--- config.mk ---
export PLATFORM = sky130hd
export DESIGN_NAME = mips_cpu_lsu_flat
export DESIGN_NICKNAME = d
export VERILOG_FILES = /design/src/rtl/mips_cpu_lsu_if.sv /design/src/rtl/mips_cpu_lsu.sv /design/src/flat_wrapper.sv
export SDC_FILE = /design/constraint.sdc
export NUM_CORES = 1
export LEC_CHECK = 0
export CORE_MARGIN = 3
export CORE_UTILIZATION = 40
export CTS_BUF_LIST = sky130_fd_sc_hd__clkbuf_16
export DETAILED_ROUTE_END_ITERATION = 12
export GPL_TIMING_DRIVEN = 0
export PLACE_DENSITY = 0.77
export SYNTH_ARGS = -nofsm -noshare
export SYNTH_HDL_FRONTEND = slang
export SYNTH_SLANG_ARGS = --single-unit
--- constraint.sdc ---
create_clock -name clk -period 1.94 [get_ports clk]
set_clock_uncertainty 0.1 [all_clocks]
set_input_delay 0.388 -clock clk [delete_from_list [all_inputs] [get_ports clk]]
set_output_delay 0.388 -clock clk [all_outputs]
set_load 0.01 [all_outputs]
--- src/rtl/mips_cpu_lsu_if.sv ---
// Core-request / Avalon-MM bundle for the MIPS load/store unit.
// slave = LSU side, master = core + bus side. Optional fields under MIPS_LSU_UNALIGNED_EN.
interface mips_cpu_lsu_if #(parameter int ADDR_W = 32);
   logic              req_valid;
   logic              req_ready;
   logic              req_write;
   logic [1:0]        req_size;
   logic              req_signed;
   logic [ADDR_W-1:0] req_addr;
   logic [31:0]       req_wdata;
`ifdef MIPS_LSU_UNALIGNED_EN
   logic              req_right;
   logic [31:0]       req_merge;
`endif
   logic              resp_valid;
   logic [31:0]       resp_rdata;
   logic              resp_err;
   logic [ADDR_W-1:0] address;
   logic              read;
   logic              write;
   logic              waitrequest;
   logic [31:0]       writedata;
   logic [3:0]        byteenable;
   logic [31:0]       readdata;

`ifdef MIPS_LSU_UNALIGNED_EN
   modport slave (
      input  req_valid, req_write, req_size, req_signed, req_addr, req_wdata,
             req_right, req_merge, waitrequest, readdata,
      output req_ready, resp_valid, resp_rdata, resp_err,
             address, read, write, writedata, byteenable
   );
   modport master (
      output req_valid, req_write, req_size, req_signed, req_addr, req_wdata,
             req_right, req_merge, waitrequest, readdata,
      input  req_ready, resp_valid, resp_rdata, resp_err,
             address, read, write, writedata, byteenable
   );
`else
   modport slave (
      input  req_valid, req_write, req_size, req_signed, req_addr, req_wdata,
             waitrequest, readdata,
      output req_ready, resp_valid, resp_rdata, resp_err,
             address, read, write, writedata, byteenable
   );
   modport master (
      output req_valid, req_write, req_size, req_signed, req_addr, req_wdata,
             waitrequest, readdata,
      input  req_ready, resp_valid, resp_rdata, resp_err,
             address, read, write, writedata, byteenable
   );
`endif
endinterface

--- src/rtl/mips_cpu_lsu.sv ---
// Load/store unit: one core access at a time onto Avalon-MM, with lane steering and load extension.
// Define MIPS_LSU_UNALIGNED_EN to enable LWL/LWR (size 3) merging loads.
module mips_cpu_lsu #(
   parameter int ADDR_W      = 32,
   parameter int TIMEOUT_CYC = 0
) (
   input  logic               clk,
   input  logic               reset,
   mips_cpu_lsu_if.slave      bus_if
);
   typedef enum logic [2:0] {S_IDLE, S_BUS, S_CAPT, S_RESP, S_ERR} state_t;

   state_t            state_q, state_d;
   logic              wr_q, sgn_q;
   logic [1:0]        size_q;
   logic [ADDR_W-1:0] addr_q;
   logic [3:0]        be_q, be_d;
   logic [31:0]       wd_q, wd_d;
   logic [31:0]       rdata_q, fmt_d;
   logic [31:0]       tmo_q;
   logic              accept, bad_req, tmo_hit;
`ifdef MIPS_LSU_UNALIGNED_EN
   logic              right_q;
   logic [31:0]       merge_q;
`endif

   assign accept  = (state_q == S_IDLE) && bus_if.req_valid;
   assign tmo_hit = (TIMEOUT_CYC != 0) && bus_if.waitrequest && (tmo_q == 32'(TIMEOUT_CYC - 1));

   always_comb begin
      bad_req = 1'b0;
      case (bus_if.req_size)
         2'd1:    bad_req = bus_if.req_addr[0];
         2'd2:    bad_req = |bus_if.req_addr[1:0];
`ifdef MIPS_LSU_UNALIGNED_EN
         2'd3:    bad_req = bus_if.req_write;
`else
         2'd3:    bad_req = 1'b1;
`endif
         default: bad_req = 1'b0;
      endcase
   end

   always_comb begin
      be_d = 4'b1111;
      wd_d = bus_if.req_wdata;
      case (bus_if.req_size)
         2'd0: begin
            be_d = 4'b0001 << bus_if.req_addr[1:0];
            wd_d = {4{bus_if.req_wdata[7:0]}};
         end
         2'd1: begin
            be_d = bus_if.req_addr[1] ? 4'b1100 : 4'b0011;
            wd_d = {2{bus_if.req_wdata[15:0]}};
         end
         default: ;
      endcase
   end

   // Load formatting from the captured lane; k = addr[1:0], and 3-k is simply ~k.
   always_comb begin
      logic [31:0] lane;
      logic [4:0]  sh_r, sh_l;
      sh_r  = {addr_q[1:0], 3'b000};
      sh_l  = {~addr_q[1:0], 3'b000};
      lane  = bus_if.readdata >> sh_r;
      fmt_d = 32'd0;
      case (size_q)
         2'd0: fmt_d = {{24{sgn_q & lane[7]}}, lane[7:0]};
         2'd1: fmt_d = {{16{sgn_q & lane[15]}}, lane[15:0]};
         2'd2: fmt_d = bus_if.readdata;
`ifdef MIPS_LSU_UNALIGNED_EN
         2'd3: fmt_d = right_q
                 ? (lane | (merge_q & ~(32'hFFFF_FFFF >> sh_r)))
                 : ((bus_if.readdata << sh_l) | (merge_q & ((32'd1 << sh_l) - 32'd1)));
`endif
         default: fmt_d = 32'd0;
      endcase
   end

   always_ff @(posedge clk) begin
      if (reset) state_q <= S_IDLE;
      else       state_q <= state_d;
   end

   always_comb begin
      state_d = state_q;
      case (state_q)
         S_IDLE: if (accept) state_d = bad_req ? S_ERR : S_BUS;
         S_BUS: begin
            if (!bus_if.waitrequest) state_d = wr_q ? S_RESP : S_CAPT;
            else if (tmo_hit)        state_d = S_ERR;
         end
         S_CAPT:  state_d = S_RESP;
         S_RESP:  state_d = S_IDLE;
         S_ERR:   state_d = S_IDLE;
         default: state_d = S_IDLE;
      endcase
   end

   always_comb begin
      bus_if.req_ready  = (state_q == S_IDLE);
      bus_if.read       = (state_q == S_BUS) && !wr_q;
      bus_if.write      = (state_q == S_BUS) && wr_q;
      bus_if.resp_valid = (state_q == S_RESP) || (state_q == S_ERR);
      bus_if.resp_err   = (state_q == S_ERR);
      bus_if.resp_rdata = (state_q == S_RESP) ? rdata_q : 32'd0;
      bus_if.address    = {addr_q[ADDR_W-1:2], 2'b00};
      bus_if.byteenable = be_q;
      bus_if.writedata  = wd_q;
   end

   always_ff @(posedge clk) begin
      if (reset) begin
         wr_q    <= 1'b0;
         sgn_q   <= 1'b0;
         size_q  <= 2'd0;
         addr_q  <= '0;
         be_q    <= 4'd0;
         wd_q    <= 32'd0;
         rdata_q <= 32'd0;
         tmo_q   <= 32'd0;
`ifdef MIPS_LSU_UNALIGNED_EN
         right_q <= 1'b0;
         merge_q <= 32'd0;
`endif
      end else begin
         if (accept) begin
            wr_q    <= bus_if.req_write;
            sgn_q   <= bus_if.req_signed;
            size_q  <= bus_if.req_size;
            addr_q  <= bus_if.req_addr;
            be_q    <= be_d;
            wd_q    <= wd_d;
            rdata_q <= 32'd0;
            tmo_q   <= 32'd0;
`ifdef MIPS_LSU_UNALIGNED_EN
            right_q <= bus_if.req_right;
            merge_q <= bus_if.req_merge;
`endif
         end else if (state_q == S_BUS && bus_if.waitrequest) begin
            tmo_q <= tmo_q + 32'd1;
         end
         if (state_q == S_CAPT) rdata_q <= fmt_d;
      end
   end
endmodule
--- src/flat_wrapper.sv ---
// flat-port wrapper written by rule: the top's interface ports become plain ports
module mips_cpu_lsu_flat 
#(
   parameter int ADDR_W      = 32,
   parameter int TIMEOUT_CYC = 0
)
  (clk, reset, bus_if_req_valid, bus_if_req_write, bus_if_req_size, bus_if_req_signed, bus_if_req_addr, bus_if_req_wdata, bus_if_waitrequest, bus_if_readdata, bus_if_req_ready, bus_if_resp_valid, bus_if_resp_rdata, bus_if_resp_err, bus_if_address, bus_if_read, bus_if_write, bus_if_writedata, bus_if_byteenable);
  mips_cpu_lsu_if #(.ADDR_W(ADDR_W)) bus_if_i ();
  input  logic clk;
  input  logic reset;
  input wire logic [$bits(bus_if_i.req_valid)-1:0] bus_if_req_valid;
  input wire logic [$bits(bus_if_i.req_write)-1:0] bus_if_req_write;
  input wire logic [$bits(bus_if_i.req_size)-1:0] bus_if_req_size;
  input wire logic [$bits(bus_if_i.req_signed)-1:0] bus_if_req_signed;
  input wire logic [$bits(bus_if_i.req_addr)-1:0] bus_if_req_addr;
  input wire logic [$bits(bus_if_i.req_wdata)-1:0] bus_if_req_wdata;
  input wire logic [$bits(bus_if_i.waitrequest)-1:0] bus_if_waitrequest;
  input wire logic [$bits(bus_if_i.readdata)-1:0] bus_if_readdata;
  output wire logic [$bits(bus_if_i.req_ready)-1:0] bus_if_req_ready;
  output wire logic [$bits(bus_if_i.resp_valid)-1:0] bus_if_resp_valid;
  output wire logic [$bits(bus_if_i.resp_rdata)-1:0] bus_if_resp_rdata;
  output wire logic [$bits(bus_if_i.resp_err)-1:0] bus_if_resp_err;
  output wire logic [$bits(bus_if_i.address)-1:0] bus_if_address;
  output wire logic [$bits(bus_if_i.read)-1:0] bus_if_read;
  output wire logic [$bits(bus_if_i.write)-1:0] bus_if_write;
  output wire logic [$bits(bus_if_i.writedata)-1:0] bus_if_writedata;
  output wire logic [$bits(bus_if_i.byteenable)-1:0] bus_if_byteenable;
  assign bus_if_i.req_valid = bus_if_req_valid;
  assign bus_if_i.req_write = bus_if_req_write;
  assign bus_if_i.req_size = bus_if_req_size;
  assign bus_if_i.req_signed = bus_if_req_signed;
  assign bus_if_i.req_addr = bus_if_req_addr;
  assign bus_if_i.req_wdata = bus_if_req_wdata;
  assign bus_if_i.waitrequest = bus_if_waitrequest;
  assign bus_if_i.readdata = bus_if_readdata;
  assign bus_if_req_ready = bus_if_i.req_ready;
  assign bus_if_resp_valid = bus_if_i.resp_valid;
  assign bus_if_resp_rdata = bus_if_i.resp_rdata;
  assign bus_if_resp_err = bus_if_i.resp_err;
  assign bus_if_address = bus_if_i.address;
  assign bus_if_read = bus_if_i.read;
  assign bus_if_write = bus_if_i.write;
  assign bus_if_writedata = bus_if_i.writedata;
  assign bus_if_byteenable = bus_if_i.byteenable;
  mips_cpu_lsu #(.ADDR_W(ADDR_W), .TIMEOUT_CYC(TIMEOUT_CYC)) u_core (.clk(clk), .reset(reset), .bus_if(bus_if_i));
endmodule
Word-level counts from Yosys, hierarchy flattened:

Index checks and enable logic that the tools add are counted.

* mux-type cells: 13
* bitwise gates (word level): 2
* shift operators: 2
* div/mod/pow operators: 0
* $lt $le $gt $ge: 0
* equal/unequal tests: 11
* reduce and logical (&&, ||, !) cells: 11
* $add $sub $neg: 0
* $mul: 0

Operator list (number)
* 32-bit two-way mux: 3
* 32-bit case mux with 3 select lines: 1
* 32-bit case mux with 2 select lines: 1
* 32-bit by 5-bit >> shifter with 16-bit output: 1
* 3-bit two-way mux: 3
* 3-bit case mux with 3 select lines: 1
* 4-bit case mux with 2 select lines: 1
* 2-bit equality test (second input constant): 3
* 3-bit by 2-bit equality test with 1-bit output (second input constant): 2
* 2-bit by 1-bit equality test with 1-bit output (second input constant): 2
* 2-bit logical NOT: 2
* 4-bit two-way mux: 1
* 1-bit by 2-bit left shift with 4-bit output (first input constant): 1
* 3-bit by 1-bit equality test with 1-bit output (second input constant): 1
* 3-bit equality test (second input constant): 1
* 1-bit logical AND: 3
* 3-bit logical NOT: 1
* 1-bit case mux with 3 select lines: 1
* 1-bit AND: 2
* 2-bit by 1-bit != test with 1-bit output (second input constant): 1
* 2-bit != test (second input constant): 1
* 2-bit AND reduction: 1
* 2-bit nonzero test: 1
* 2-bit OR reduction: 1
* 3 further kinds: 3

* bits in writable memories: 0
* register bits after elaboration: 107
* output and inout bits: 105
* memories kept: 0
* logic and storage cells: 47
* memory bits (read-only): 0
* bits in latches: 0

Logic depth before layout (Yosys ltp):

Gate-level depths: netlist (run 1).

* depth after elaboration: 5
* mapped depth: 8
* mapped depth without buffers: 4

Least setup slack after synthesis (run 1):

OpenSTA, ideal clock, no wires.

* path kind: flip-flop to flip-flop
* start point: register u_core.addr_q[1]
* end point: register u_core.rdata_q[13]
* data arrival time: 1593 ps
* path slack: 125 ps
* library setup time: 122 ps
* clock period less this slack: 1815 ps
* stages on the path, launching flop included: 7
* cells stage by stage: dfxtp_1 buf_4 clkbuf_1 mux2_2 a32oi_1 a21oi_1 a221o_1

* word-level cells in the longest chain between the ends: 4

Ends and longest elaborated chain
* start, declared: RTL line mips_cpu_lsu.sv:16 `logic [ADDR_W-1:0] addr_q;`
* start signal, assigned: RTL line mips_cpu_lsu.sv:132 `addr_q <= bus_if.req_addr;`
* 32-bit by 5-bit >> shifter with 16-bit output *: RTL line mips_cpu_lsu.sv:66 `lane = bus_if.readdata >> sh_r;`
* 1-bit AND: RTL line mips_cpu_lsu.sv:69 `2'd0: fmt_d = {{24{sgn_q & lane[7]}}, lane[7:0]};`
* 32-bit case mux with 3 select lines *: RTL line mips_cpu_lsu.sv:68 `case (size_q)`
* 32-bit two-way mux *: RTL line mips_cpu_lsu.sv:144 `if (state_q == S_CAPT) rdata_q <= fmt_d;`
* end signal, assigned: RTL line mips_cpu_lsu.sv:144
* end, declared: RTL line mips_cpu_lsu.sv:19 `logic [31:0] rdata_q, fmt_d;`

Mark *: on every way between the ends. The rest lies on a longest branch, timed or not.
A chain may end at the register's enable or synchronous reset.

Final worst setup path (run 1):

* start point: register u_core.state_q[1]
* end point: output bus_if_resp_rdata[6]

* word-level cells in the longest chain between the ends: 2

Ends and longest elaborated chain
* start, declared: RTL line mips_cpu_lsu.sv:13 `state_t state_q, state_d;`
* start signal, assigned: RTL line mips_cpu_lsu.sv:83 `else state_q <= state_d;`
* 3-bit by 2-bit equality test with 1-bit output: RTL line mips_cpu_lsu.sv:107 `bus_if.resp_rdata = (state_q == S_RESP) ? rdata_q : 32'd0;`
* 32-bit two-way mux: RTL line mips_cpu_lsu.sv:107
* end, declared: RTL line flat_wrapper.sv:21 `output wire logic [$bits(bus_if_i.resp_rdata)-1:0] bus_if_resp_rdata;`

No other way between the ends.

==> results of run 1 <==
## path summary, 6_finish.rpt
| kind | startpoint | endpoint | depth (start not counted) |
|---|---|---|---|
| max | u_core.state_q[1] | bus_if_resp_rdata[6] | 6 |
| min | bus_if_readdata[15] | u_core.rdata_q[15] | 2 |
| max reg2reg | u_core.state_q[2] | u_core.rdata_q[15] | 6 |
| min reg2reg | u_core.addr_q[26] | u_core.addr_q[26] | 2 |
## metal layers
metal | track usage (%) | up-vias | part of all wire [%]
li1 | - | 2662 | -
met1 | 28.4 | 2640 | 39
met2 | 42.4 | 254 | 47
met3 | 11.0 | 34 | 11
met4 | 7.00 | 0 | 2.1
met5 | 0 | - | 0
## Yosys cell counts, drive strengths merged (2+ instances only)
cell type and n:
a211oi 26, a21oi 86, a221o 8, a221oi 7
a22oi 16, a311oi 8, a32oi 7, and2 36
buf 58, clkbuf 28, dfxtp 107, inv 3
mux2 8, mux2i 17, mux4 8, nand2 123
nand2b 2, nor2 29, nor3 16, o21ai 17
## registers in the layout, indices dropped and copies added (netlist names)
name,count
u_core.size_q,2
u_core.addr_q,32
u_core.wr_q,1
u_core.bus_if.writedata,32
u_core.rdata_q,32
u_core.state_q,3
u_core.bus_if.byteenable,4
u_core.sgn_q,1
## power by group through the flow
stage / clock network [mW] / logic [mW] / registers [mW]
2_1_floorplan: 0 / 0.706 / 2.51
3_5_place_dp: 0 / 1.46 / 2.49
5_1_grt: 1.95 / 1.66 / 2.47
4_1_cts: 1.87 / 1.48 / 2.45
6_report: 1.85 / 1.54 / 2.45
3_3_place_gp: 0 / 1.44 / 2.48
## worst register-to-register path: stages (launching register included)
cell     delay [ns]
dfxtp_4        0.38
or3b_1         0.40
buf_6          0.16
or3_1          0.32
buf_2          0.20
a31oi_1        0.19
a221o_1        0.13
## timing repair
action                                  CTS  global route
pin swaps                                21             3
hold endpoints to repair                  0             0
gates cloned                              2             0
setup buffers                             6            13
endpoints found under the setup margin   97            86
gates resized for setup                 200            66
## cells by family after synthesis
logic type,after synthesis,synth area share [%]
buffers and inverters,90,9.76
muxes,33,8.30
other,1,0.0707
AOI/OAI and AO/OA,181,23.1
and+or+nand+nor,217,18.4
DFF,107,40.4
## final cells by class
type	count	area [um^2]
buffer	85	578
clock buffer	9	225
inverter	4	16.3
tap	172	215
clock inverter	7	66.3
fill	1086	4530
timing repair buffer	226	2220
multi-input combinational	433	2770
sequential	107	2160
## per-stage QoR
| step | hold slack, ns | cell area, um^2 | setup WS [ns] | total power, mW | util [%] |
|---|---|---|---|---|---|
| 6_report | 0.342 | 8250 | -0.158 | 5.84 | 64.6 |
| 5_1_grt | 0.339 | 8250 | -0.209 | 6.08 | 64.6 |
| 4_1_cts | 0.359 | 7980 | -0.193 | 5.79 | 62.5 |
| 3_5_place_dp | 0.350 | 7590 | -0.596 | 3.95 | 59.4 |
| 3_3_place_gp | 0.342 | 7590 | -0.533 | 3.92 | 59.4 |
| 2_1_floorplan | 0.337 | 5310 | 0.125 | 3.21 | - |
==> summary.txt, run 1 <==
Synthesis
  – Register area share after synthesis: 40.4%
  – Share of the synthesized area in the top cell type: 40.4%
  – Syn. warnings: 0
  – Main area contributors after synthesis: dfxtp_1 (40%), nand2_1 (8.7%), a21oi_1 (8.0%)
  – Synthesized area: 5310 um^2
  – Post-synthesis cell count: 629
  – Cell accounting for the most synthesized area: dfxtp_1
  – Synth Flop Type: dfxtp_1
  – Async SR Flop Fraction: 0%
  – Syn Area/Cell: 8.43 um^2
  – Distinct cells, synth: 45
  – EDFF count, synth: 0
  – #FFs+latches synth: 107

Placed design
  – IO Port Bufs: 206
  – Hpwl dp: 14400 um
  – GP Congestion: 0.941
  – Post-Place Cells: 1008

Worst hold path
  – Hold WC Path Type: in2reg

Global route
  – Pin count of the biggest net entering global routing: 18
  – Vias in the first global route: 5637
  – Total Routing Usage GR: 24.9%
  – Overflow after GRT: 0
  – Initial antenna violation count: 0
  – Global-route wire length before repair: 28800 um

Setup path
  – Delay-heaviest family, CP: buffers and inverters
  – Worst-path fanout max: 9
  – Critical path class: reg2out
  – Reg2reg setup slack: 0.01 ns
  – Worst path cell trace: buf_6 -> and3b_2 -> buf_8 -> buf_4 -> and2_1 -> buf_2
  – Critical Path End Type: primary output
  – Worst Path Required: 1.45 ns
  – CP max stage delay: 0.33 ns
  – Startpoint types: flip-flop
  – Crit path DAT: 1.61 ns
  – Slowest cell on crit path: dfxtp_2
  – Worst path bufs/invs: 4

Cells and area
  – Layout cells sized above 1: 23.3%
  – Most common cell after layout, fill and taps aside: clkdlybuf4s50_1
  – Nets@finish: 970
  – Commonest non-fill, non-tap cells in the layout: clkdlybuf4s50_1 (165), nand2_1 (123), dfxtp_1 (102), a21oi_1 (80), buf_4 (49)
  – Ant. Diodes: 0
  – Synth-to-layout area growth: 55.4%
  – Layout Cells excl Fill: 1043

Power
  – Sw Share: 29.2%
  – P_leak: 3.20 nW
  – Reg power frac: 42.0%
  – Int Pwr: 4.13 mW
  – Logic pwr share: 26.3%
  – Power per cell area: 708 nW/um^2
  – IR drop worst, VDD: 0.000517 V
  – Switching Power: 1.71 mW
  – Clock power frac: 31.7%

STA
  – Min Tclk post-route: 2.10 ns
  – RSZ-0062 raised after global routing: yes
  – Max_slew headroom: 48.3%
  – Final Hold Violating Endpoints: 0
  – Tcrit/Tclk final: 108%
  – Slew Viols, Final: 0
  – Post-route setup slack: -0.158 ns
  – Max Fclk: 477 MHz
  – Final setup viols: 31
  – Post-Route Setup TNS: -3.25 ns
  – Least-Margin Pin Slew: 0.776 ns

Floorplan
  – DIE AREA: 14700 um^2
  – Die extent in y: 121 um
  – Initial Utilization: 41.5%
  – Rows: 41
  – I/O pins: 209
  – Core Box Area: 12800 um^2
  – Chip width: 121 um

Routing
  – Final ANT Viol Nets: 0
  – DR vias/cell: 5.36
  – Via count: 5590
  – DR DRC count: 0
  – 1st-pass router iterations: 5
  – Final WL: 19200 um
  – Avg WL per Cell: 18.4 um
  – 1st-iter DRT viols: 320

Clock network
  – Clk Tree Root Cell: clkbuf_16
  – Max Root-Sink Buffers: 2
  – CTS tree: yes
  – Clk slew on worst S/H paths: 0.07 ns
  – Hold Buf Count CTS: 0
  – Clk_lat worst skew: 0.35 ns
  – Num CTS Buffers: 9
  – Htree depth: 3
  – Number of clock sinks: 107

Outcome
  – Status: finished with violations
  – Failing checks: setup timing

Run
  – Total of max-cap violations: 0
(Power assumes the default switching activity.)
==> inputs of run 2 (changes only) <==
- CORE_UTILIZATION: 40 -> 47
- PLACE_DENSITY: 0.77 -> 0.86
- SETUP_SLACK_MARGIN: not set -> 0.1
- clock period: 1.94 -> 2.7 ns (I/O delays scaled with it)
==> run 2 against run 1 <==
  * The flow now finishes without violations
  * Clock power decreased by 22%
  * Design area decreased by 4.2%
  * Global-route usage increased by 2.9 points
  * Hold slack improved by 0.014 ns
  * Sequential cell count unchanged
  * Final cell count decreased by 4.8%
  * Die area decreased by 14%
  * Non-clock buffer count decreased by 18
  * Largest power group unchanged
==> summary.txt, run 2 (synthesis gave the netlist of run 1 again) <==
Outcome
  – Status: finished, final reports clean

Routing
  – WL met3: 2020 um
  – Met1 Wirelength: 6830 um
  – DR DRC count: 0
  – 1st-iter DRT viols: 377
  – Met2 Wirelength: 8510 um
  – Via count: 5507
  – Avg WL per Cell: 18.1 um
  – Highest layer used for signal routing: met4
  – DR vias/cell: 5.55
  – Final ANT Viol Nets: 0
  – Final WL: 18000 um
  – 1st-pass router iterations: 8

Cells and area
  – Synth-to-layout area growth: 48.9%
  – Register area: 2140 um^2
  – Ant. Diodes: 0
  – Nets@finish: 952
  – Layout cells sized above 1: 12.5%
  – Most common cell after layout, fill and taps aside: clkdlybuf4s50_1
  – Fillcell total: 828
  – Commonest non-fill, non-tap cells in the layout: clkdlybuf4s50_1 (196), nand2_1 (123), dfxtp_1 (106), a21oi_1 (85), buf_4 (41)
  – Footprint of the multi-input gates: 2650 um^2
  – Layout Cells excl Fill: 993

Setup path
  – CP max stage delay: 0.55 ns
  – Worst-path fanout max: 10
  – Critical path class: reg2out
  – Slowest cell on crit path: clkdlybuf4s50_1
  – Crit path DAT: 2.00 ns
  – Worst Path Required: 2.06 ns
  – Worst path cell trace: buf_4 -> and3b_2 -> buf_4 -> and2_1 -> clkdlybuf4s50_1
  – Critical Path End Type: primary output
  – Most common cell on crit path: buf_4
  – Startpoint types: flip-flop

Clock network
  – Max Root-Sink Buffers: 2
  – Clk slew on worst S/H paths: 0.08 ns
  – CTS tree: yes
  – Htree depth: 3
  – Num CTS Buffers: 9
  – Clk_lat worst skew: 0.36 ns
  – Clk Tree Root Cell: clkbuf_16
  – Number of clock sinks: 107

Floorplan
  – Core Box Area: 10900 um^2
  – Initial Utilization: 48.5%
  – I/O pins: 209
  – Chip width: 112 um
  – Die extent in y: 112 um
  – Rows: 38
  – DIE AREA: 12600 um^2

Global route
  – Overflow after GRT: 0
  – Initial antenna violation count: 0
  – Pin count of the biggest net entering global routing: 19
  – Global-route wire length before repair: 28200 um
  – Vias in the first global route: 5574
  – Total Routing Usage GR: 27.8%

STA
  – Min Tclk post-route: 2.64 ns
  – Max Fclk: 379 MHz
  – Least-Margin Pin Slew: 0.876 ns
  – Max_slew headroom: 41.1%
  – Post-route setup slack: 0.0631 ns
  – Slew Viols, Final: 0
  – Post-Route Setup TNS: 0 ns
  – Final Hold Violating Endpoints: 0
  – RSZ-0062 raised after global routing: yes
  – Final setup viols: 0
  – Tcrit/Tclk final: 97.7%

Placed design
  – IO Port Bufs: 206
  – Dpl ws: 0.0156 ns
  – Post-Place Cells: 976
  – GP Congestion: 0.865
  – Hpwl dp: 13900 um

Power
  – P_leak: 2.99 nW
  – Power per cell area: 539 nW/um^2
  – IR drop worst, VDD: 0.000373 V

Worst hold path
  – Hold WC Path Type: reg2reg

Run
  – Total of max-cap violations: 0
[run 2: per-layer routing]
metal | vias to the layer above | track usage, %
li1 | 2620 | -
met1 | 2518 | 32.0
met2 | 319 | 47.8
met3 | 50 | 9.33
met4 | 0 | 10.7
met5 | - | 0
[run 2: critical path: cells and delay by family, from the launching register on]
family / cells / cell delay [ns]
buffers and inverters: 3 / 0.88
DFF: 1 / 0.33
and+or+nand+nor: 2 / 0.43
[run 2: report_power, final]
part / switching (mW) / internal, mW / leakage, nW
Combinational: 0.527 / 0.531 / 1.96
Sequential: 0.0661 / 1.69 / 0.876
Clock: 0.628 / 0.819 / 0.152
Total: 1.22 / 3.04 / 2.99
[run 2: what timing repair did]
action	4_1_cts	5_1_grt
gates resized for setup	17	5
pin swaps	1	1
endpoints found under the hold margin	0	0
hold buffers	0	0
setup buffers	1	0
endpoints found under the setup margin	32	25
[run 2: path summary, 6_finish.rpt]
| path | end | slack, ns | cells past startpoint | start |
|---|---|---|---|---|
| worst max-delay path | bus_if_resp_rdata[11] | 0.06 | 5 | u_core.state_q[1] |
| worst max register to register | u_core.rdata_q[19] | 0.54 | 5 | u_core.state_q[1] |
| worst min-delay path | u_core.addr_q[18] | 0.36 | 2 | u_core.addr_q[18] |
| worst min register to register | u_core.addr_q[18] | 0.36 | 2 | u_core.addr_q[18] |
[run 2: cell type report]
cell class | instances | area share, %
multi-input cells | 433 | 33.6
flip-flops and latches | 107 | 27.1
plain buffers | 86 | 6.62
well taps | 140 | 2.22
repair buffers | 207 | 26.2
inverters | 4 | 0.190
clock buffers | 9 | 2.85
clock inverters | 7 | 1.24
[run 2: per-stage QoR]
| stage | area, um^2 | hold slack (ns) | power, mW | util, % |
|---|---|---|---|---|
| final | 7900 | 0.356 | 4.26 | 72.2 |
| after global routing | 7900 | 0.376 | 4.43 | 72.2 |
| after CTS | 7890 | 0.359 | 4.26 | 72.2 |
| after detailed placement | 7550 | 0.348 | 2.83 | 69.0 |
| after global placement | 7550 | 0.343 | 2.81 | 69.0 |
| after floorplan | 5310 | 0.337 | 2.31 | - |
==> variant 1, RTL diff (flow settings as in run 2) <==
Reset style: asynchronous (`reset`), changed in 2 clocked blocks.
--- a/src/rtl/mips_cpu_lsu.sv
+++ b/src/rtl/mips_cpu_lsu.sv
@@ -79,5 +79,5 @@
    end
 
-   always_ff @(posedge clk) begin
+   always_ff @(posedge clk or posedge reset) begin
       if (reset) state_q <= S_IDLE;
       else       state_q <= state_d;
@@ -111,5 +111,5 @@
    end
 
-   always_ff @(posedge clk) begin
+   always_ff @(posedge clk or posedge reset) begin
       if (reset) begin
          wr_q    <= 1'b0;
Behaviour: differs if reset is asserted again (counterexample within 4 cycles, from zero or initial values and one cycle with reset high); with reset held inactive, the same outputs for 4 cycles.
==> variant 1 against run 2 <==
Count of clock-buffer cells in the layout did not move. Sequential share of layout area rose by 6.5 points. Worst setup slack improved by 0.018 ns. Synthesized area rose by 1.7%. Synthesized cell count fell by 5.7%. Final area rose by 0.89%. Register-to-register slack improved by 0.10 ns. Wire length fell by 5.2%. Global-route usage fell by 1.6 points. Sequential cell count did not move. Critical path type unchanged. Critical endpoint is now bus_if_resp_rdata[0].
Power is not compared: it rests on default switching activity, and its combinational part moved more than twofold at a synthesized area within 25%.
==> variant 1: results (changes against run 2) <==
[synth]
synthFlopType = dfrtp_1  ; was dfxtp_1
async_flop_share = 1.00  ; was 0
ys_seq_area_frac = 0.496  ; was 0.404
ys_types = 39  ; was 45
syn_area_per_cell_um2 = 9.10  ; was 8.43 µm²
synth_common_cells = nand2_1 (186), dfrtp_1 (107), o21ai_0 (36)  ; was nand2_1 (123), dfxtp_1 (107), a21oi_1 (85)
synth_area_leaders = dfrtp_1 (50%), nand2_1 (13%), mux2i_1 (6.1%)  ; was dfxtp_1 (40%), nand2_1 (8.7%), a21oi_1 (8.0%)
yosysWarnings = 0  ; unchanged

[run_status]
outcome = complete, no violations  ; unchanged

[critical_path]
slowest_stage = clkdlybuf4s50_1  ; unchanged
r2r_start = u_core.state_q[1]$_DFFE_PP0P_  ; was u_core.state_q[1]$_SDFFE_PP0P_
arrival_ns = 1.98  ; was 2.00 ns
r2r_cells = 6  ; was 5
crit_start = u_core.state_q[2]$_DFFE_PP0P_  ; was u_core.state_q[1]$_SDFFE_PP0P_
slowest_delay_ns = 0.53  ; was 0.55 ns

[power_and_ir_drop]
max-vdd-ir-drop_v = 0.000549

[routing]
viasPerCell = 5.36  ; was 5.55
wl_per_cell_um = 17.8  ; was 18.1 µm
first_pass_iters = 5  ; was 8
drtIter0Drc = 389  ; was 377
top_layer = met4  ; unchanged
wl_met3_um = 1390  ; was 2020 µm
met2WireLength_um = 8350  ; was 8510 µm
drt-met1-wl_um = 6580  ; was 6830 µm
wl_um = 17100  ; was 18000 µm

[placement]
gp_congestion = 0.907  ; was 0.865
dp.cells = 941  ; was 976
placed_area_um2 = 7670  ; was 7550 µm²
hpwlAfterDp_um = 13100  ; was 13900 µm
pre_cts_ws_ns = 0.0495  ; was 0.0156 ns
numPortBuffers = 205  ; was 206

[global_route]
grt_pass1_vias = 5234  ; was 5574
met2_usage = 0.435  ; was 0.478
use_met3 = 0.0722  ; was 0.0933
grt_first_pass_wirelength_um = 26300  ; was 28200 µm
grt_use_met1 = 0.316  ; was 0.320
track_usage = 0.262  ; was 0.278
grt_start_max_net_pins = 44  ; was 19

[clocking]
h-tree-depth = 3  ; unchanged
cts_buffer_depth = 2  ; unchanged
cts_buffers = 9  ; unchanged
ctsHoldBuffers = 0  ; unchanged

[final_layout]
drive_above_1_share = 0.103  ; was 0.125
nFillCells = 838  ; was 828
antennaDiodeCount = 0  ; unchanged
nets = 918  ; was 952

[min_path]
hold_start = u_core.addr_q[20]$_DFFE_PP0P_  ; was u_core.addr_q[18]$_SDFFE_PP0P_
holdPathStages = 2  ; unchanged

[timing]
slew_headroom = 0.442  ; was 0.411

==> variant 1: worst paths after layout <==
check	end	slack, ns
min in group asynchronous	u_core.rdata_q[11]$_DFFE_PP0P_	0.48
hold / removal	u_core.addr_q[20]$_DFFE_PP0P_	0.38
max in group asynchronous	u_core.bus_if.writedata[24]$_DFFE_PP0P_	1.14
hold reg to reg	u_core.addr_q[20]$_DFFE_PP0P_	0.38
setup / recovery	bus_if_resp_rdata[0]	0.08
setup reg to reg	u_core.rdata_q[23]$_DFFE_PP0P_	0.64
==> variant 1: timing repair <==
item / in CTS / in global routing
buffers inserted: 1 / 1
hold endpoints to repair: 0 / 0
endpoints found under the setup margin: 32 / 15
resized for setup: 37 / 5
==> variant 1: cell families after synthesis <==
logic type      synth area share
compound gates             0.135
buf+inv                   0.0821
flops                      0.496
mux                       0.0800
other cells             0.000695
simple gates               0.206
==> variant 1: area by class of cell <==
cell class              instances  area, µm²  share of cell area
multi-input cells             409       2280               0.286
plain buffers                  74        458              0.0575
well taps                     140        175              0.0220
inverters                       4       18.8             0.00236
flip-flops and latches        107       2680               0.336
repair buffers                209       2090               0.262
clock inverters                 7       45.0             0.00565
clock buffers                   9        225              0.0283
==> variant 1: power breakdown <==
group          internal (mW)  total, mW  switching (mW)
Clock                  0.622       1.22           0.595
Combinational           2.06       4.02            1.95
Sequential              2.36       2.80           0.439
Total                   5.04       8.03            2.99
==> variant 1: stage by stage <==
stage / power (mW) / TNS (ns) / utilization
3_5_place_dp: 6.79 / 0 / 0.696
4_1_cts: 8.04 / 0 / 0.721
3_3_place_gp: 6.62 / -22.76 / 0.692
5_1_grt: 8.53 / 0 / 0.722
2_1_floorplan: 4.92 / 0 / -
6_report: 8.03 / 0 / 0.722
==> variant 2, RTL diff (settings of run 2) <==
Without the edit above. `ADDR_W` is set to 32 in 3 places; all go to 64.
--- a/src/rtl/mips_cpu_lsu_if.sv
+++ b/src/rtl/mips_cpu_lsu_if.sv
@@ -1,5 +1,5 @@
 // Core-request / Avalon-MM bundle for the MIPS load/store unit.
 // slave = LSU side, master = core + bus side. Optional fields under MIPS_LSU_UNALIGNED_EN.
-interface mips_cpu_lsu_if #(parameter int ADDR_W = 32);
+interface mips_cpu_lsu_if #(parameter int ADDR_W = 64);
    logic              req_valid;
    logic              req_ready;
--- a/src/rtl/mips_cpu_lsu.sv
+++ b/src/rtl/mips_cpu_lsu.sv
@@ -2,5 +2,5 @@
 // Define MIPS_LSU_UNALIGNED_EN to enable LWL/LWR (size 3) merging loads.
 module mips_cpu_lsu #(
-   parameter int ADDR_W      = 32,
+   parameter int ADDR_W      = 64,
    parameter int TIMEOUT_CYC = 0
 ) (
--- a/src/flat_wrapper.sv
+++ b/src/flat_wrapper.sv
@@ -2,5 +2,5 @@
 module mips_cpu_lsu_flat 
 #(
-   parameter int ADDR_W      = 32,
+   parameter int ADDR_W      = 64,
    parameter int TIMEOUT_CYC = 0
 )
Ports: changed (resized bus_if_address and bus_if_req_addr); port bits go from 209 to 273. The function was not compared with the original's and may differ.
==> variant 2 against run 2 <==
Wire length grew 30%. Power rose by 41%. Final cell count is 29% higher. Final area is 30% higher. Worst setup slack better by 0.017 ns. Synthesized area grew 25%. Critical path type unchanged. Sequential cell count is 32 higher. First-iteration DRC count is 50% higher. Die area is 24% higher. Highest routed layer unchanged.
==> variant 2: results (changes against run 2) <==
[run_status]
outcome = complete, no violations  ; unchanged

[critical_path]
critPathCapture = bus_if_resp_rdata[5]  ; was bus_if_resp_rdata[11]
worst-r2r-setup-slack_ns = 0.62  ; was 0.54 ns
arrival_ns = 1.98  ; was 2.00 ns

[min_path]
holdPathEnd = u_core.bus_if.writedata[24]$_SDFFE_PP0P_  ; was u_core.addr_q[18]$_SDFFE_PP0P_
hold_start = u_core.bus_if.writedata[24]$_SDFFE_PP0P_  ; was u_core.addr_q[18]$_SDFFE_PP0P_

[power_and_ir_drop]
clkPwrFrac = 0.387  ; was 0.340
p_leak_nw = 4.27  ; was 2.99 nW
intPower_mw = 4.34  ; was 3.04 mW
max-vdd-ir-drop_v = 0.000479  ; was 0.000373 V

[timing]
hold_ws_ns = 0.352  ; was 0.356 ns
slew_headroom = 0.505  ; was 0.411

[global_route]
track_usage = 0.289  ; was 0.278
antenna_found_initial = 1  ; was 0
grt_pass1_vias = 6752  ; was 5574
grt_start_max_net_pins = 17  ; was 19
grt_first_pass_wirelength_um = 35800  ; was 28200 µm

[placement]
hpwlAfterDp_um = 17300  ; was 13900 µm
gp_congestion = 0.897  ; was 0.865
pre_cts_ws_ns = -0.00182  ; was 0.0156 ns

[final_layout]
drive_above_1_share = 0.144  ; was 0.125
multiInputGateArea_um2 = 3040  ; was 2650 µm²
nFillCells = 985  ; was 828

[synth]
syn_area_per_cell_um2 = 8.28  ; was 8.43 µm²
ys_seq_area_frac = 0.420  ; was 0.404
synth_area_leaders = dfxtp_1 (42%), nand2_1 (11%), a21oi_1 (8.8%)  ; was dfxtp_1 (40%), nand2_1 (8.7%), a21oi_1 (8.0%)
synthMuxAreaShare = 0.0664  ; was 0.0830

[clocking]
clk_pin_slew_worst_paths_ns = 0.06  ; was 0.08 ns
clk-insertion-delay-late_ns = 0.42  ; was 0.36 ns

[routing]
vias = 6928  ; was 5507
wl_um = 23400  ; was 18000 µm

variant 2: area by class of cell:
class | count | share of cell area
flip-flops and latches | 139 | 0.272
plain buffers | 130 | 0.0803
inverters | 4 | 0.00147
multi-input cells | 529 | 0.297
clock inverters | 15 | 0.0153
diodes | 1 | 0.000244
well taps | 176 | 0.0215
repair buffers | 274 | 0.271
clock buffers | 17 | 0.0415
variant 2: timing repair:
action	in CTS	in global routing
setup endpoints to repair	33	26
gates resized for setup	16	27
hold buffers	0	0
cloned	1	0
pin swaps	1	1
buffers inserted	1	3
variant 2: critical path, stage by stage, from the launching register on:
cell	delay [ns]
dfxtp_1	0.32
buf_4	0.15
and3b_2	0.30
buf_6	0.15
and2_1	0.12
clkdlybuf4s50_1	0.53
variant 2: layer usage:
layer	GRT usage	vias to the layer above	part of all wire
met5	0	-	0
met4	0.132	0	0.030
met3	0.102	56	0.096
met2	0.479	331	0.49
met1	0.335	3250	0.38
li1	-	3291	-
